### config.mk
export PLATFORM = sky130hd
export DESIGN_NAME = rdyval_elastic_chain
export DESIGN_NICKNAME = d
export VERILOG_FILES = /design/src/rtl/rdyval_pkg.sv /design/src/rtl/rdyval_elastic_stage.sv /design/src/rtl/rdyval_elastic_chain.sv
export SDC_FILE = /design/constraint.sdc
export NUM_CORES = 1
export LEC_CHECK = 0
export ABC_AREA = 1
export BUFFER_PORTS_ARGS = -buffer_cell sky130_fd_sc_hd__buf_2
export CAP_MARGIN = 20
export CELL_PAD_IN_SITES_DETAIL_PLACEMENT = 0
export CELL_PAD_IN_SITES_GLOBAL_PLACEMENT = 2
export CORE_MARGIN = 3
export CORE_UTILIZATION = 31
export CTS_CLUSTER_SIZE = 12
export DETAILED_ROUTE_END_ITERATION = 12
export GPL_TIMING_DRIVEN = 0
export HOLD_SLACK_MARGIN = 0.06
export PLACE_DENSITY = 0.8
export SYNTH_ARGS = -nofsm -noshare
export SYNTH_HDL_FRONTEND = slang
export SYNTH_SLANG_ARGS = --single-unit
### constraint.sdc
create_clock -name clk -period 2.7 [get_ports clk]
set_input_delay 0 -clock clk [delete_from_list [all_inputs] [get_ports clk]]
set_output_delay 0 -clock clk [all_outputs]
set_load 0.01 [all_outputs]
### src/rtl/rdyval_pkg.sv
// Shared sizing helpers and protocol-check macros for the rdy/val elastic chain.
`define RDYVAL_STABLE_UNDER_STALL(CLK, RSTN, CLR, V, R, D) \
  assert property (@(posedge CLK) disable iff (!(RSTN)) \
    ((V) && !(R) && !(CLR)) |=> ((CLR) || ((V) && $stable(D))))

package rdyval_pkg;

  function automatic int rdyval_cap(input int depth, input int skid);
    return depth * (1 + skid);
  endfunction

  function automatic int rdyval_cntw(input int depth, input int skid);
    return $clog2(rdyval_cap(depth, skid) + 1);
  endfunction

endpackage

### src/rtl/rdyval_elastic_stage.sv
// One elastic stage: a plain register with combinational ready (SKID=0) or a
// main+skid pair whose ready is a flop output (SKID=1).
module rdyval_elastic_stage
  import rdyval_pkg::*;
#(
  parameter int DWIDTH = 32,
  parameter int SKID   = 0
) (
  input  logic              clk,
  input  logic              rst_n,
  input  logic              i_flush,
  input  logic              i_vld,
  output logic              o_rdy,
  input  logic [DWIDTH-1:0] i_dat,
  output logic              o_vld,
  input  logic              i_rdy,
  output logic [DWIDTH-1:0] o_dat
);

  logic              r_vld;
  logic [DWIDTH-1:0] r_dat;

  assign o_vld = r_vld;
  assign o_dat = r_dat;

  generate
    if (SKID == 0) begin : g_pipe
      logic w_up;

      assign o_rdy = ~r_vld | i_rdy;
      assign w_up  = i_vld & o_rdy;

      always_ff @(posedge clk or negedge rst_n) begin
        if (!rst_n)       r_vld <= 1'b0;
        else if (i_flush) r_vld <= 1'b0;
        else if (w_up)    r_vld <= 1'b1;
        else if (i_rdy)   r_vld <= 1'b0;
      end

      always_ff @(posedge clk) begin
        if (w_up) r_dat <= i_dat;
      end
    end else begin : g_skid
      logic              r_sk_vld;
      logic [DWIDTH-1:0] r_sk_dat;
      logic              w_up;
      logic              w_dn;

      assign o_rdy = ~r_sk_vld;
      assign w_up  = i_vld & ~r_sk_vld;
      assign w_dn  = r_vld & i_rdy;

      // Skid only fills when main is occupied and not draining; it refills main first.
      always_ff @(posedge clk or negedge rst_n) begin
        if (!rst_n) begin
          r_vld    <= 1'b0;
          r_sk_vld <= 1'b0;
        end else if (i_flush) begin
          r_vld    <= 1'b0;
          r_sk_vld <= 1'b0;
        end else if (r_sk_vld) begin
          if (w_dn) r_sk_vld <= 1'b0;
        end else if (w_up) begin
          if (!r_vld || w_dn) r_vld    <= 1'b1;
          else                r_sk_vld <= 1'b1;
        end else if (w_dn) begin
          r_vld <= 1'b0;
        end
      end

      always_ff @(posedge clk) begin
        if (r_sk_vld) begin
          if (w_dn) r_dat <= r_sk_dat;
        end else if (w_up) begin
          if (!r_vld || w_dn) r_dat    <= i_dat;
          else                r_sk_dat <= i_dat;
        end
      end
    end
  endgenerate

endmodule

### src/rtl/rdyval_elastic_chain.sv
// DEPTH-stage rdy/val elastic pipeline with synchronous flush and occupancy count.
module rdyval_elastic_chain
  import rdyval_pkg::*;
#(
  parameter int DWIDTH = 32,
  parameter int DEPTH  = 2,
  parameter int SKID   = 0,
  parameter int CNTW   = rdyval_cntw(DEPTH, SKID)
) (
  input  logic              clk,
  input  logic              rst_n,
  input  logic              vld,
  output logic              rdy,
  input  logic [DWIDTH-1:0] i_dat,
  output logic              vld_nxt,
  input  logic              rdy_nxt,
  output logic [DWIDTH-1:0] o_dat,
  input  logic              flush,
  output logic [CNTW-1:0]   count
);

  localparam int CAP = rdyval_cap(DEPTH, SKID);

  logic [DEPTH:0]             w_vld;
  logic [DEPTH:0]             w_rdy;
  logic [DEPTH:0][DWIDTH-1:0] w_dat;
  logic                       w_up;
  logic                       w_dn;
  logic [CNTW-1:0]            r_count;

  // Flush masks both chain ends so no word crosses the boundary in that cycle.
  assign w_vld[0]     = vld & ~flush;
  assign w_dat[0]     = i_dat;
  assign w_rdy[DEPTH] = rdy_nxt & ~flush;
  assign rdy          = w_rdy[0] & ~flush & rst_n;
  assign vld_nxt      = w_vld[DEPTH] & ~flush;
  assign o_dat        = w_dat[DEPTH];

  generate
    for (genvar g = 0; g < DEPTH; g++) begin : g_stage
      rdyval_elastic_stage #(
        .DWIDTH(DWIDTH),
        .SKID  (SKID)
      ) u_stage (
        .clk    (clk),
        .rst_n  (rst_n),
        .i_flush(flush),
        .i_vld  (w_vld[g]),
        .o_rdy  (w_rdy[g]),
        .i_dat  (w_dat[g]),
        .o_vld  (w_vld[g+1]),
        .i_rdy  (w_rdy[g+1]),
        .o_dat  (w_dat[g+1])
      );
    end
  endgenerate

  assign w_up = vld & rdy;
  assign w_dn = vld_nxt & rdy_nxt;

  always_ff @(posedge clk or negedge rst_n) begin
    if (!rst_n)     r_count <= '0;
    else if (flush) r_count <= '0;
    else            r_count <= r_count + CNTW'(w_up) - CNTW'(w_dn);
  end

  assign count = r_count;

  `RDYVAL_STABLE_UNDER_STALL(clk, rst_n, flush, vld_nxt, rdy_nxt, o_dat);

  a_count_cap: assert property (@(posedge clk) disable iff (!rst_n) int'(r_count) <= CAP);
  a_no_underflow: assert property (@(posedge clk) disable iff (!rst_n) !((r_count == '0) && w_dn));

endmodule

# After elaboration in Yosys (flattened, before gate mapping)
# Cells that the tools add are included.
# W data, S select, Z words.
# word_totals
mem_bits_rw	0
word_cells	30
input_bits	37
n_memories	0
mem_bits_ro	0
latch_bits	0
reg_bits	68
output_inout_bits	36
# op_classes
n_bitwise	14
n_mux	7
n_lt_le_gt_ge	0
shifts	0
n_reduce_logical	2
multipliers	0
n_addsub	2
eq_ne	0
div	0
# ops
op	count
$and A1 B1 Y1	9
$mux W1	6
$reduce_bool A3 Y1	2
$not A1 Y1	3
$add A2 B1 Y2	1
$mux W2	1
$or A1 B1 Y1	2
$sub A2 B1 Y2	1

# Logic depth before layout (Yosys ltp)
# depth
word_depth	10
depth_mapped	10
mapped_depth_nobuf	10

# Hierarchy
# A second synthesis with hierarchy kept.
# unflattened
cells_unflattened	102
area_unflattened_um2	2198.4
# modules_own_cells
mod	seq_area_each_um2	n_inst	cells_per_inst	area_per_inst_um2
rdyval_elastic_stage	985.9	2	38	1013.5
rdyval_elastic_chain	50.0	1	26	171.4

# Least setup slack after synthesis
# Ideal clock, no wire load.
# synth_timing
kind	register to register
start	register g_stage[1].u_stage.r_vld
end	register g_stage[1].u_stage.r_dat[0] (enable)
t_arrival_ns	2.066
t_required_ns	2.268
path_slack_ns	0.202
period_less_slack_ns	2.498
path_buffers	0
stages_incl_launch_ff	2
setup_ns	0.432
cell_sequence	dfrtp_1 -> a21oi_1
# synth_via
elab_chain_len	3
# synth_lines
element	line_no	rtl
start, declared	rdyval_elastic_stage.sv:20	logic r_vld;
start signal, assigned	rdyval_elastic_stage.sv:34	if (!rst_n) r_vld <= 1'b0;
start signal, assigned	rdyval_elastic_stage.sv:35	else if (i_flush) r_vld <= 1'b0;
start signal, assigned	rdyval_elastic_stage.sv:36	else if (w_up) r_vld <= 1'b1;
$not A1 Y1	rdyval_elastic_stage.sv:30	assign o_rdy = ~r_vld | i_rdy;
$or A1 B1 Y1	rdyval_elastic_stage.sv:30	
$and A1 B1 Y1	rdyval_elastic_stage.sv:31	assign w_up = i_vld & o_rdy;
named net g_stage[1].u_stage.g_pipe.w_up	rdyval_elastic_stage.sv:28	logic w_up;
end signal, assigned	rdyval_elastic_stage.sv:41	if (w_up) r_dat <= i_dat;
end, declared	rdyval_elastic_stage.sv:21	logic [DWIDTH-1:0] r_dat;
# The timed path passes the listed nets, and every way through them passes these cells.
# A chain may end at the register's enable or synchronous reset.

# Worst setup path after layout
# layout_timing
start	input port flush
end	register g_stage[0].u_stage.r_dat[19] (enable)
# layout_via
elab_chain_len	5
word_cells_on_any_way	6
classes_between	bitwise: 6
# layout_lines
element	line_no	rtl
start, declared	rdyval_elastic_chain.sv:18	input logic flush,
$not A1 Y1 *	rdyval_elastic_chain.sv:32, rdyval_elastic_chain.sv:34	
$and A1 B1 Y1	rdyval_elastic_chain.sv:34	assign w_rdy[DEPTH] = rdy_nxt & ~flush;
$or A1 B1 Y1 (2 in a row)	rdyval_elastic_stage.sv:30	
$and A1 B1 Y1 *	rdyval_elastic_stage.sv:31	
named net g_stage[0].u_stage.g_pipe.w_up	rdyval_elastic_stage.sv:28	
end signal, assigned	rdyval_elastic_stage.sv:41	
end, declared	rdyval_elastic_stage.sv:21	
# The timed path passes the listed nets; every way through them passes the cells marked *.

==> flow_summary.ini <==
[sta]
finalHoldViolCount = 0
rsz0062_at_grt = false
period_share_pct = 57.3
fmax_mhz = 647
fin_crit_ns = 1.55
skew_ns = 0.00558
worstMarginPinSlew_ns = 0.441
drv_slew = 0
setup_viol = 0
slew_headroom_pct = 70.5

[final_layout]
nFillCells = 618
layout_commonest_cell = buf_2
nets = 261
finalInstanceArea_mm2 = 0.00333
diodes = 0
multi_input_area_um2 = 148
ff_latch_area_mm2 = 0.00202
mostFrequentLayoutCells = buf_2 (72), edfxtp_1 (64), dlygate4sd3_1 (37)
area_growth_pct = 51.5
utilization_pct = 48.7
drive_gt1_share_pct = 42.3

[clocking]
cts_tree = built
ctsRootBufferMaster = clkbuf_8
clk_pin_slew_ns = 0.07
ctsResizeCount = 0
worstSkewPairLatency_ns = 0.33
htreeDepth = 3
cts.sink_count = 68
cts_buffers = 9
cts_buffer_depth = 2

[synthesis]
synth_top_area_share_pct = 87.5
synthAdderAreaFrac_pct = 1.14
netlist_top_cells_area = edfxtp_1 (88%), dfrtp_1 (4.6%), inv_1 (1.5%)
synth_top_family_by_area = simple AND/OR/NAND/NOR gates
synth_xor_area_share_pct = 0
synth-seq-cells = 68
syn_area_mm2 = 0.00220
syn_area_per_cell_um2 = 22.0
muxShareOfSynthArea_pct = 0
synth_area_leader_cell = edfxtp_1
synth_compound_area_share_pct = 0.684
seq_area_frac_synth_pct = 92.1
synth_warnings = 0
syn-num-nets = 139
synth_simple_gate_area_share_pct = 4.39
ys_types = 13
syn_inst = 100

[detailed_routing]
vias = 1274
detail_route.wl_per_cell_um = 12.7
viasPerCell = 3.94
route.detailed.drc = 0
routed_wl_um = 4090
dr.pass1.iters = 4
drtIter0Drc = 35
antenna_left = 0

[power]
seqPwrFrac_pct = 53.2
totalPowerFinal_mw = 2.31
p_leak_nw = 1.33
p_per_area_mw_per_mm2 = 693
p_sw_uw = 482
power.clock.fraction_pct = 39.6
switching_share_pct = 20.9
internal_power_mw = 1.82
p_comb_share_pct = 7.2
irDropWorstVdd_v = 0.000255

[setup_path]
endpoint_kind = register
required_ns = 2.74
worstPathArrival_ns = 1.58
cpPeakStageDelay_ns = 0.53
critPathLaunchType = input port
cp_max_fo = 25
worstSetupPathType = input port to register
crit_chain = dlygate4sd3_1 > buf_2 > inv_2 > nand2_4 > nand3_4 > nand2_2 > inv_1 > buf_16
critPathSlowestCell = dlygate4sd3_1

[global_routing]
antenna_found_initial = 0
first_global_vias = 1386
grt_pass1_wl_um = 6850
grt_overflow = 0
grtUsageTotal_pct = 10.9
grt_max_degree = 30

[status]
status = finished, final reports clean

[placed_design]
hpwl_um = 2730
placed_cell_area_mm2 = 0.00274
io_buffers = 72
globalplace.congestion = 0.704

[run]
drv_cap = 0

[floorplanning]
die_h_um = 90.2
rows = 30
core-area_mm2 = 0.00683
die_x_um = 90.2
design.die.area_mm2 = 0.00813
io_pins = 73
start_util_pct = 32.1

[worst_hold_path]
holdCritPathClass = input port to register
==> area by class of cell <==
| class | count | area share, % |
|---|---|---|
| inverters | 10 | 1.13 |
| multi-input cells | 22 | 4.44 |
| clock inverters | 7 | 2.93 |
| well taps | 96 | 3.61 |
| repair buffers | 111 | 23.4 |
| flip-flops and latches | 68 | 60.8 |
| clock buffers | 9 | 3.72 |
==> state kept, by name (all words and copies together), names as in the netlist <==
signal                 cells
g_stage.u_stage.o_vld      2
g_stage.u_stage.o_dat     64
count                      2
==> stage by stage <==
stage	worst slack, ns	TNS (ns)	instances	hold WS (ns)
6_report	1.15	0	323	0.373
5_1_grt	1.03	0	323	0.359
2_1_floorplan	0.202	0	100	-0.296
3_3_place_gp	-0.533	-17.02	268	-0.172
4_1_cts	1.13	0	323	0.350
3_5_place_dp	1.15	0	270	-0.170
==> critical path: cells and delay by family <==
| kind | cells | cell delay [ns] |
|---|---|---|
| buffers and inverters | 5 | 1.36 |
| AND/OR/NAND/NOR | 3 | 0.22 |
==> path summary, 6_finish.rpt <==
kind / startpoint / endpoint / slack [ns] / depth (start not counted)
min reg2reg: g_stage[0].u_stage.o_dat[24] / g_stage[1].u_stage.o_dat[24] / 0.42 / 0
max reg2reg: g_stage[1].u_stage.o_vld / g_stage[0].u_stage.o_dat[19] / 1.17 / 4
max in group asynchronous: rst_n / g_stage[1].u_stage.o_vld / 1.92 / 3
max: flush / g_stage[0].u_stage.o_dat[19] / 1.15 / 8
min: i_dat[17] / g_stage[0].u_stage.o_dat[17] / 0.37 / 2
min in group asynchronous: rst_n / count[0] / 0.60 / 3
==> cell families after synthesis <==
| logic type | count (synthesis) |
|---|---|
| flip-flops | 68 |
| AO/OA/AOI/OAI | 3 |
| adder cells (fa/ha/maj) | 2 |
| AND/OR/NAND/NOR | 17 |
| buffers and inverters | 10 |
==> power by group through the flow <==
stage	Sequential (mW)	Combinational, mW	Clock, mW
after CTS	1.23	0.168	0.945
after floorplan	1.26	0.0331	0
final	1.23	0.165	0.913
after global placement	1.25	0.110	0
after detailed placement	1.25	0.126	0
after global routing	1.23	0.181	1.00
==> timing repair <==
action / 4_1_cts / 5_1_grt
hold buffers: 37 / 0
buffers inserted: 0 / 0
hold endpoints to repair: 40 / 0
==> cell usage after synthesis <==
| cell type | instances |
|---|---|
| nand4_1 | 1 |
| dfrtp_1 | 4 |
| edfxtp_1 | 64 |
| nor2_1 | 5 |
| nand2_4 | 1 |
| nand3_4 | 1 |
| inv_1 | 9 |
| inv_2 | 1 |
| nand2_2 | 2 |
| nand3_1 | 3 |
| a21oi_1 | 3 |
| ha_1 | 2 |
| nand2_1 | 4 |
==> metal layers <==
metal,global-route usage (%),wire [um],vias up
met5,0,0,-
met4,5.36,42,0
met3,3.43,253,5
met2,16.7,1900,62
met1,14.0,1890,590
li1,-,-,617
(Power assumes the default switching activity.)
